File: config.mk
export PLATFORM = sky130hd
export DESIGN_NAME = dsr_align_seq_flat
export DESIGN_NICKNAME = d
export VERILOG_FILES = /design/src/rtl/dsr_align_seq_pkg.sv /design/src/rtl/dsr_align_seq_if.sv /design/src/rtl/dsr_align_seq_word_mux.sv /design/src/rtl/dsr_align_seq.sv /design/src/flat_wrapper.sv
export SDC_FILE = /design/constraint.sdc
export NUM_CORES = 1
export LEC_CHECK = 0
export BUFFER_PORTS_ARGS = -buffer_cell sky130_fd_sc_hd__buf_2
export CAP_MARGIN = 20
export CORE_AREA = 2 2 103 105
export CTS_CLUSTER_SIZE = 16
export DETAILED_ROUTE_END_ITERATION = 10
export DIE_AREA = 0 0 105 107
export GPL_ROUTABILITY_DRIVEN = 0
export GPL_TIMING_DRIVEN = 0
export HOLD_SLACK_MARGIN = 0.05
export MAX_ROUTING_LAYER = met4
export PLACE_DENSITY = 0.68
export SLEW_MARGIN = 40
export SYNTH_ARGS = -nofsm -noshare
export SYNTH_HDL_FRONTEND = slang
export SYNTH_SLANG_ARGS = --single-unit
File: constraint.sdc
create_clock -name CLK -period 2.2 [get_ports CLK]
set_input_delay 0.66 -clock CLK [delete_from_list [all_inputs] [get_ports CLK]]
set_output_delay 0.66 -clock CLK [all_outputs]
set_load 0.005 [all_outputs]
File: src/rtl/dsr_align_seq_pkg.sv
// Shared constants for the DSR alignment sequencer: default parameters,
// FSM state codes and a small constant-function helper.
package dsr_align_pkg;

  localparam int unsigned NCH_DEF      = 8;
  localparam int unsigned W_DEF        = 12;
  localparam int unsigned RST_LEN_DEF  = 7;
  localparam int unsigned SETTLE_DEF   = 5;
  localparam int unsigned CHK_LEN_DEF  = 4;
  localparam int unsigned MAX_SLIP_DEF = 12;

  localparam logic [2:0] S_IDLE      = 3'd0;
  localparam logic [2:0] S_RST_DSR   = 3'd1;
  localparam logic [2:0] S_RST_WAIT  = 3'd2;
  localparam logic [2:0] S_CHECK     = 3'd3;
  localparam logic [2:0] S_SLIP      = 3'd4;
  localparam logic [2:0] S_SLIP_WAIT = 3'd5;
  localparam logic [2:0] S_NEXT      = 3'd6;
  localparam logic [2:0] S_DONE      = 3'd7;

  function automatic int unsigned max_u(input int unsigned a, input int unsigned b);
    return (a > b) ? a : b;
  endfunction

endpackage

File: src/rtl/dsr_align_seq_if.sv
// Handshake/data bundle between the deserializer bank and the alignment
// sequencer. master = controller/bench side, slave = sequencer side.
//   START, TRAIN_PAT, DIN            : into the sequencer
//   DSR_RST, BIT_SLIP, CH_ALIGNED,
//   CH_FAIL, ALL_ALIGNED, BUSY       : out of the sequencer
interface dsr_align_seq_if #(
  parameter int unsigned NCH = dsr_align_pkg::NCH_DEF,
  parameter int unsigned W   = dsr_align_pkg::W_DEF
);
  logic             START;
  logic [W-1:0]     TRAIN_PAT;
  logic [NCH*W-1:0] DIN;
  logic             DSR_RST;
  logic [NCH-1:0]   BIT_SLIP;
  logic [NCH-1:0]   CH_ALIGNED;
  logic [NCH-1:0]   CH_FAIL;
  logic             ALL_ALIGNED;
  logic             BUSY;

  modport master (
    output START, TRAIN_PAT, DIN,
    input  DSR_RST, BIT_SLIP, CH_ALIGNED, CH_FAIL, ALL_ALIGNED, BUSY
  );

  modport slave (
    input  START, TRAIN_PAT, DIN,
    output DSR_RST, BIT_SLIP, CH_ALIGNED, CH_FAIL, ALL_ALIGNED, BUSY
  );
endinterface

File: src/rtl/dsr_align_seq_word_mux.sv
// Registered NCH:1 word select: word_q holds DIN[sel] from the previous cycle.
//   clk, rst_n : clock, async active-low reset
//   din        : NCH packed words, channel c at din[c*W +: W]
//   sel        : channel index
//   word_q     : selected word, one cycle latency
module dsr_word_mux #(
  parameter int unsigned NCH   = 8,
  parameter int unsigned W     = 12,
  parameter int unsigned SEL_W = 3
) (
  input  logic             clk,
  input  logic             rst_n,
  input  logic [NCH*W-1:0] din,
  input  logic [SEL_W-1:0] sel,
  output logic [W-1:0]     word_q
);
  logic [W-1:0] word_d;

  always_comb begin
    word_d = din[32'(sel) * W +: W];
  end

  always_ff @(posedge clk or negedge rst_n) begin
    if (!rst_n) word_q <= '0;
    else        word_q <= word_d;
  end
endmodule

File: src/rtl/dsr_align_seq.sv
// Training-pattern alignment sequencer for a bank of NCH deserializers.
// Pulses a shared DSR reset, then walks the channels one at a time, issuing
// single-cycle bit slips until CHK_LEN consecutive words match TRAIN_PAT or
// MAX_SLIP slips are spent. All outputs are registered from the next state.
//   CLK, RST_B : clock, async active-low reset
//   bus        : dsr_align_seq_if slave (START/TRAIN_PAT/DIN in, flags out)
// Optional macro DSR_ALIGN_MON_EN: keep comparing every channel in DONE and
// drop a channel's aligned flag after CHK_LEN consecutive mismatches.
module dsr_align_seq
  import dsr_align_pkg::*;
#(
  parameter int unsigned NCH      = NCH_DEF,
  parameter int unsigned W        = W_DEF,
  parameter int unsigned RST_LEN  = RST_LEN_DEF,
  parameter int unsigned SETTLE   = SETTLE_DEF,
  parameter int unsigned CHK_LEN  = CHK_LEN_DEF,
  parameter int unsigned MAX_SLIP = MAX_SLIP_DEF
) (
  input logic           CLK,
  input logic           RST_B,
  dsr_align_seq_if.slave bus
);
  localparam int unsigned WC_W = max_u(3, $clog2(max_u(RST_LEN, SETTLE) + 1));
  localparam int unsigned SC_W = $clog2(MAX_SLIP + 1);
  localparam int unsigned MC_W = $clog2(CHK_LEN + 1);
  localparam int unsigned CI_W = $clog2(NCH);

  logic [2:0]      state_q, state_d;
  logic [WC_W-1:0] wcnt_q, wcnt_d;
  logic [SC_W-1:0] slip_cnt_q, slip_cnt_d;
  logic [MC_W-1:0] mcnt_q, mcnt_d;
  logic [CI_W-1:0] ch_idx_q, ch_idx_d;
  logic [NCH-1:0]  ch_aligned_q, ch_aligned_d;
  logic [NCH-1:0]  ch_fail_q, ch_fail_d;
  logic [NCH-1:0]  bit_slip_q, bit_slip_d;
  logic            dsr_rst_q, dsr_rst_d;
  logic            all_aligned_q, all_aligned_d;
  logic            busy_q, busy_d;
  logic [W-1:0]    word_q;

`ifdef DSR_ALIGN_MON_EN
  logic [NCH-1:0][MC_W-1:0] mon_cnt_q, mon_cnt_d;
`endif

  // Word under test for the current channel (one-cycle latency, hidden by SETTLE)
  dsr_word_mux #(.NCH(NCH), .W(W), .SEL_W(CI_W)) u_word_mux (
    .clk    (CLK),
    .rst_n  (RST_B),
    .din    (bus.DIN),
    .sel    (ch_idx_q),
    .word_q (word_q)
  );

  // Next-state, counter and flag logic
  always_comb begin
    state_d      = state_q;
    wcnt_d       = '0;
    slip_cnt_d   = slip_cnt_q;
    mcnt_d       = mcnt_q;
    ch_idx_d     = ch_idx_q;
    ch_aligned_d = ch_aligned_q;
    ch_fail_d    = ch_fail_q;
`ifdef DSR_ALIGN_MON_EN
    mon_cnt_d    = '0;
`endif

    case (state_q)
      S_IDLE, S_DONE: begin
        if (bus.START) begin
          state_d      = S_RST_DSR;
          ch_idx_d     = '0;
          slip_cnt_d   = '0;
          mcnt_d       = '0;
          ch_aligned_d = '0;
          ch_fail_d    = '0;
        end
      end
      S_RST_DSR: begin
        wcnt_d = wcnt_q + WC_W'(1);
        if (wcnt_q == WC_W'(RST_LEN - 1)) state_d = S_RST_WAIT;
      end
      S_RST_WAIT, S_SLIP_WAIT: begin
        wcnt_d = wcnt_q + WC_W'(1);
        mcnt_d = '0;
        if (wcnt_q == WC_W'(SETTLE - 1)) state_d = S_CHECK;
      end
      S_CHECK: begin
        if (word_q == bus.TRAIN_PAT) begin
          mcnt_d = mcnt_q + MC_W'(1);
          if (mcnt_q == MC_W'(CHK_LEN - 1)) begin
            ch_aligned_d[ch_idx_q] = 1'b1;
            state_d                = S_NEXT;
          end
        end else begin
          mcnt_d = '0;
          if (slip_cnt_q == SC_W'(MAX_SLIP)) begin
            ch_fail_d[ch_idx_q] = 1'b1;
            state_d             = S_NEXT;
          end else begin
            state_d = S_SLIP;
          end
        end
      end
      S_SLIP: begin
        slip_cnt_d = slip_cnt_q + SC_W'(1);
        state_d    = S_SLIP_WAIT;
      end
      S_NEXT: begin
        slip_cnt_d = '0;
        mcnt_d     = '0;
        if (ch_idx_q == CI_W'(NCH - 1)) begin
          state_d = S_DONE;
        end else begin
          ch_idx_d = ch_idx_q + CI_W'(1);
          state_d  = S_RST_WAIT;
        end
      end
      default: state_d = S_IDLE;
    endcase

    // Dwell counter restarts on every state change
    if (state_d != state_q) wcnt_d = '0;

`ifdef DSR_ALIGN_MON_EN
    // Post-alignment watch: count consecutive mismatches per channel
    if (state_q == S_DONE && state_d == S_DONE) begin
      for (int unsigned c = 0; c < NCH; c++) begin
        if (bus.DIN[c*W +: W] != bus.TRAIN_PAT) begin
          if (mon_cnt_q[c] >= MC_W'(CHK_LEN - 1)) begin
            ch_aligned_d[c] = 1'b0;
            mon_cnt_d[c]    = MC_W'(CHK_LEN);
          end else begin
            mon_cnt_d[c] = mon_cnt_q[c] + MC_W'(1);
          end
        end
      end
    end
`endif

    // Registered outputs decoded from the next state
    dsr_rst_d     = (state_d == S_RST_DSR);
    busy_d        = (state_d != S_IDLE) && (state_d != S_DONE);
    bit_slip_d    = (state_d == S_SLIP) ? (NCH'(1) << ch_idx_d) : '0;
    all_aligned_d = (state_q == S_DONE) && (state_d == S_DONE) &&
                    (&ch_aligned_d) && !(|ch_fail_d);
  end

  always_ff @(posedge CLK or negedge RST_B) begin
    if (!RST_B) begin
      state_q       <= S_IDLE;
      wcnt_q        <= '0;
      slip_cnt_q    <= '0;
      mcnt_q        <= '0;
      ch_idx_q      <= '0;
      ch_aligned_q  <= '0;
      ch_fail_q     <= '0;
      bit_slip_q    <= '0;
      dsr_rst_q     <= 1'b0;
      all_aligned_q <= 1'b0;
      busy_q        <= 1'b0;
    end else begin
      state_q       <= state_d;
      wcnt_q        <= wcnt_d;
      slip_cnt_q    <= slip_cnt_d;
      mcnt_q        <= mcnt_d;
      ch_idx_q      <= ch_idx_d;
      ch_aligned_q  <= ch_aligned_d;
      ch_fail_q     <= ch_fail_d;
      bit_slip_q    <= bit_slip_d;
      dsr_rst_q     <= dsr_rst_d;
      all_aligned_q <= all_aligned_d;
      busy_q        <= busy_d;
    end
  end

`ifdef DSR_ALIGN_MON_EN
  always_ff @(posedge CLK or negedge RST_B) begin
    if (!RST_B) mon_cnt_q <= '0;
    else        mon_cnt_q <= mon_cnt_d;
  end
`endif

  assign bus.DSR_RST     = dsr_rst_q;
  assign bus.BIT_SLIP    = bit_slip_q;
  assign bus.CH_ALIGNED  = ch_aligned_q;
  assign bus.CH_FAIL     = ch_fail_q;
  assign bus.ALL_ALIGNED = all_aligned_q;
  assign bus.BUSY        = busy_q;
endmodule

File: src/flat_wrapper.sv
// flat-port wrapper written by rule: the top's interface ports become plain ports
module dsr_align_seq_flat import dsr_align_pkg::*;
#(
  parameter int unsigned NCH      = NCH_DEF,
  parameter int unsigned W        = W_DEF,
  parameter int unsigned RST_LEN  = RST_LEN_DEF,
  parameter int unsigned SETTLE   = SETTLE_DEF,
  parameter int unsigned CHK_LEN  = CHK_LEN_DEF,
  parameter int unsigned MAX_SLIP = MAX_SLIP_DEF
)
  (CLK, RST_B, bus_START, bus_TRAIN_PAT, bus_DIN, bus_DSR_RST, bus_BIT_SLIP, bus_CH_ALIGNED, bus_CH_FAIL, bus_ALL_ALIGNED, bus_BUSY);
  dsr_align_seq_if #(.NCH(NCH), .W(W)) bus_i ();
  input logic CLK;
  input logic RST_B;
  input wire logic [$bits(bus_i.START)-1:0] bus_START;
  input wire logic [$bits(bus_i.TRAIN_PAT)-1:0] bus_TRAIN_PAT;
  input wire logic [$bits(bus_i.DIN)-1:0] bus_DIN;
  output wire logic [$bits(bus_i.DSR_RST)-1:0] bus_DSR_RST;
  output wire logic [$bits(bus_i.BIT_SLIP)-1:0] bus_BIT_SLIP;
  output wire logic [$bits(bus_i.CH_ALIGNED)-1:0] bus_CH_ALIGNED;
  output wire logic [$bits(bus_i.CH_FAIL)-1:0] bus_CH_FAIL;
  output wire logic [$bits(bus_i.ALL_ALIGNED)-1:0] bus_ALL_ALIGNED;
  output wire logic [$bits(bus_i.BUSY)-1:0] bus_BUSY;
  assign bus_i.START = bus_START;
  assign bus_i.TRAIN_PAT = bus_TRAIN_PAT;
  assign bus_i.DIN = bus_DIN;
  assign bus_DSR_RST = bus_i.DSR_RST;
  assign bus_BIT_SLIP = bus_i.BIT_SLIP;
  assign bus_CH_ALIGNED = bus_i.CH_ALIGNED;
  assign bus_CH_FAIL = bus_i.CH_FAIL;
  assign bus_ALL_ALIGNED = bus_i.ALL_ALIGNED;
  assign bus_BUSY = bus_i.BUSY;
  dsr_align_seq #(.NCH(NCH), .W(W), .RST_LEN(RST_LEN), .SETTLE(SETTLE), .CHK_LEN(CHK_LEN), .MAX_SLIP(MAX_SLIP)) u_core (.CLK(CLK), .RST_B(RST_B), .bus(bus_i));
endmodule
==> run summary <==
Hold Path Class: in2async
Final Util: 43.9%
1st-iter DRT viols: 276
Finish-stage setup viols: 0
Num rows: 37
GR Overflow Total: 0
Top cells by area, synth: dfrtp_1 40%, mux2_2 4.2%, o21ai_0 3.6%
Crit-path max FO: 5
Share of cells above drive strength 1: 37.7%
DIE HEIGHT: 107 um
Num CTS Buffers: 5
Compound-Gate Fraction of Synth Area: 22.7%
Post-route DRC: 0
Cells after synthesis: 359
Post-DP HPWL: 8.74 mm
Peak VDD IR: 0.000407 V
Family with the most delay on the worst path: simple AND/OR/NAND/NOR gates
Clk root buf: clkbuf_8
Number of flops mapped to enable cells by yosys: 0
Kind of critical path: in2reg
IO buf count: 137
Synth Area in XOR/XNOR: 3.28%
IO Count: 138
Clk slew on worst S/H paths: 0.11 ns
Leakage: 2.11 nW
Max_cap viols: 0
Critical path data arrival time: 2.32 ns
Vias in the first global route: 3580
Fin nets: 622
DIE AREA: 11200 um2
Crit-path cells: buf_2 > xor2_1 > nor4_2 > nand4_1 > o21ai_1 > o2111a_1
Syn Std Cell Area: 3470 um2
Post-synth top area share: 39.7%
Multiplexer share of the synthesized area: 9.63%
Post-route clock period utilization: 94.5%
Most frequent cell after synthesis: dfrtp_1
Synth area leader: dfrtp_1
PD cells: 907 nW/um2
Status: finished clean
Die W: 105 um
Initial core utilization: 34.4%
CTS tree: done
Post-synthesis sequential area ratio: 39.7%
Slowest cell on the critical path: nor4_2
Post-Synth Simple-Gate Area: 17.2%
Rel. slew slack: 54.5%
Yosys warning total: 0
Largest stage delay on the critical path: 0.54 ns
Crit. End Element: register
Minimum clock period: 2.08 ns
Tightest Pin Transition: 0.682 ns
Sink Count: 55
Clock Latency Late Sink: 0.32 ns
Clock skew: 0.0177 ns
Main flop type after synthesis: dfrtp_1
Distinct cells, synth: 59
Final ANT Viol Nets: 0
Synthesized net count: 478
Max Slew Vio Count: 0
N_diodes: 0
Wirelength per Cell: 17.5 um
Setup TNS: 0 ns
Met3 Wirelength: 719 um
CP startpoint kind: primary input
Core ar.: 10100 um2
FF+latch count, synth: 55
Commonest cells in the netlist: 55 x dfrtp_1, 28 x nor2_1, 26 x nand2_1, 25 x o21ai_0, 21 x a21oi_1
Drt first pass iters: 5
Uppermost routed layer: met4
Final Hold Viols: 0
Vias per cell: 5.46
Adder-Cell Fraction of Synth Area: 2.88%
Achievable Freq: 481 MHz
Buffers & Inverters on Critical Path: 1
DRT met1 WL: 4.52 mm
H-tree Lvls: 2
Largest net degree at the start of global routing: 56
WL final: 11.2 mm
Syn Area/Cell: 9.66 um2
RSZ-0062 raised after global routing: false
DR vias: 3495
Worst EP required: 2.44 ns
First-pass GRT wire length: 17.9 mm
Ys async rst share: 100%
Postcts setup bufs: 0
P&R area growth vs syn: 27.8%
Largest family of logic cells by synthesized area: compound AO/OA/AOI/OAI gates
Tot GR Track Use: 20.4%
Longest Clk Path Bufs: 2
Initial antenna violation count: 0
Met2 WL post-DR: 5.82 mm
## cell usage in the layout, fill, tap and decap left out, types with 3 or more instances in the layout
master,netlist,routed
buf_2,9,145
dfrtp_1,55,55
nor2_1,28,28
nand2_1,26,26
o21ai_0,25,25
a21oi_1,21,21
mux2_2,13,13
inv_1,12,12
xor2_1,12,12
mux2i_1,12,12
nand3_1,11,11
a22oi_1,10,10
clkbuf_1,9,9
a22o_1,8,8
ha_1,8,8
nor2b_1,7,7
a221o_1,7,7
nor4_2,6,6
a32o_1,6,6
nor3_1,6,6
clkbuf_8,0,6
a221oi_1,5,5
and3_1,4,4
nand4_1,4,4
a21o_1,4,4
and2_1,3,3
o221ai_1,3,3
mux4_2,3,3
## sequential cells by signal, indices dropped and copies added (netlist names)
name,count
u_core.ch_idx_q,3
u_core.slip_cnt_q,4
u_core.bus.BUSY,1
u_core.bus.DSR_RST,1
u_core.bus.CH_FAIL,8
u_core.bus.ALL_ALIGNED,1
u_core.state_q,3
u_core.u_word_mux.word_q,12
u_core.mcnt_q,3
u_core.wcnt_q,3
u_core.bus.CH_ALIGNED,8
u_core.bus.BIT_SLIP,8
## metal layers
metal | vias up | global-route usage, %
met3 | 18 | 2.74
met1 | 1653 | 23.9
met2 | 194 | 37.2
met4 | 0 | 4.67
li1 | 1630 | -
met5 | - | -
## where the power goes
group | switching [mW] | internal [mW] | total [mW]
combinational | 1.21 | 0.820 | 2.03
sequential | 0.142 | 1.23 | 1.37
clock | 0.357 | 0.266 | 0.623
total | 1.71 | 2.32 | 4.02
## timing repair
action,CTS,global route
hold buffers,0,0
setup endpoints to repair,0,5
gates resized for setup,0,2
## kinds of logic after synthesis
logic type      count (synthesis)
flops                          55
simple gates                  108
buf+inv                        37
mux                            28
fa+ha+maj                       8
xor+xnor                       13
compound gates                110
## final cells by class
type	count	area, um2
Clock buffer	6	82.6
Clock inverter	2	20.0
Inverter	13	48.8
Sequential cell	55	1380
Fill cell	1037	5660
Multi-Input combinational cell	267	1930
Tap cell	136	170
Timing Repair Buffer	137	688
Buffer	24	115
## path summary, 6_finish.rpt
| path | from | end | slack [ns] | cells after the start |
|---|---|---|---|---|
| worst max-delay path | bus_TRAIN_PAT[10] | u_core.bus.ALL_ALIGNED | 0.12 | 6 |
| max in group asynchronous | RST_B | u_core.u_word_mux.word_q[10] | 1.37 | 1 |
| worst max register to register | u_core.ch_idx_q[1] | u_core.bus.BIT_SLIP[1] | 0.13 | 6 |
| min in group CLK | u_core.wcnt_q[0] | u_core.wcnt_q[0] | 0.47 | 1 |
| worst min register to register | u_core.wcnt_q[0] | u_core.wcnt_q[0] | 0.47 | 1 |
| worst min-delay path | RST_B | u_core.bus.CH_ALIGNED[2] | 0.38 | 1 |
## per-stage QoR
step | total power [mW] | cell area, um2 | setup WS (ns) | hold slack, ns | instances
2_1_floorplan | 2.80 | 3470 | 0.313 | 0.364 | 359
3_3_place_gp | 3.34 | 4330 | -0.136 | 0.445 | 632
3_5_place_dp | 3.40 | 4330 | -0.126 | 0.470 | 632
4_1_cts | 4.02 | 4430 | 0.000957 | 0.398 | 640
5_1_grt | 4.33 | 4430 | 0.00541 | 0.424 | 640
6_report | 4.02 | 4430 | 0.121 | 0.380 | 640
(Power assumes the default switching activity.)
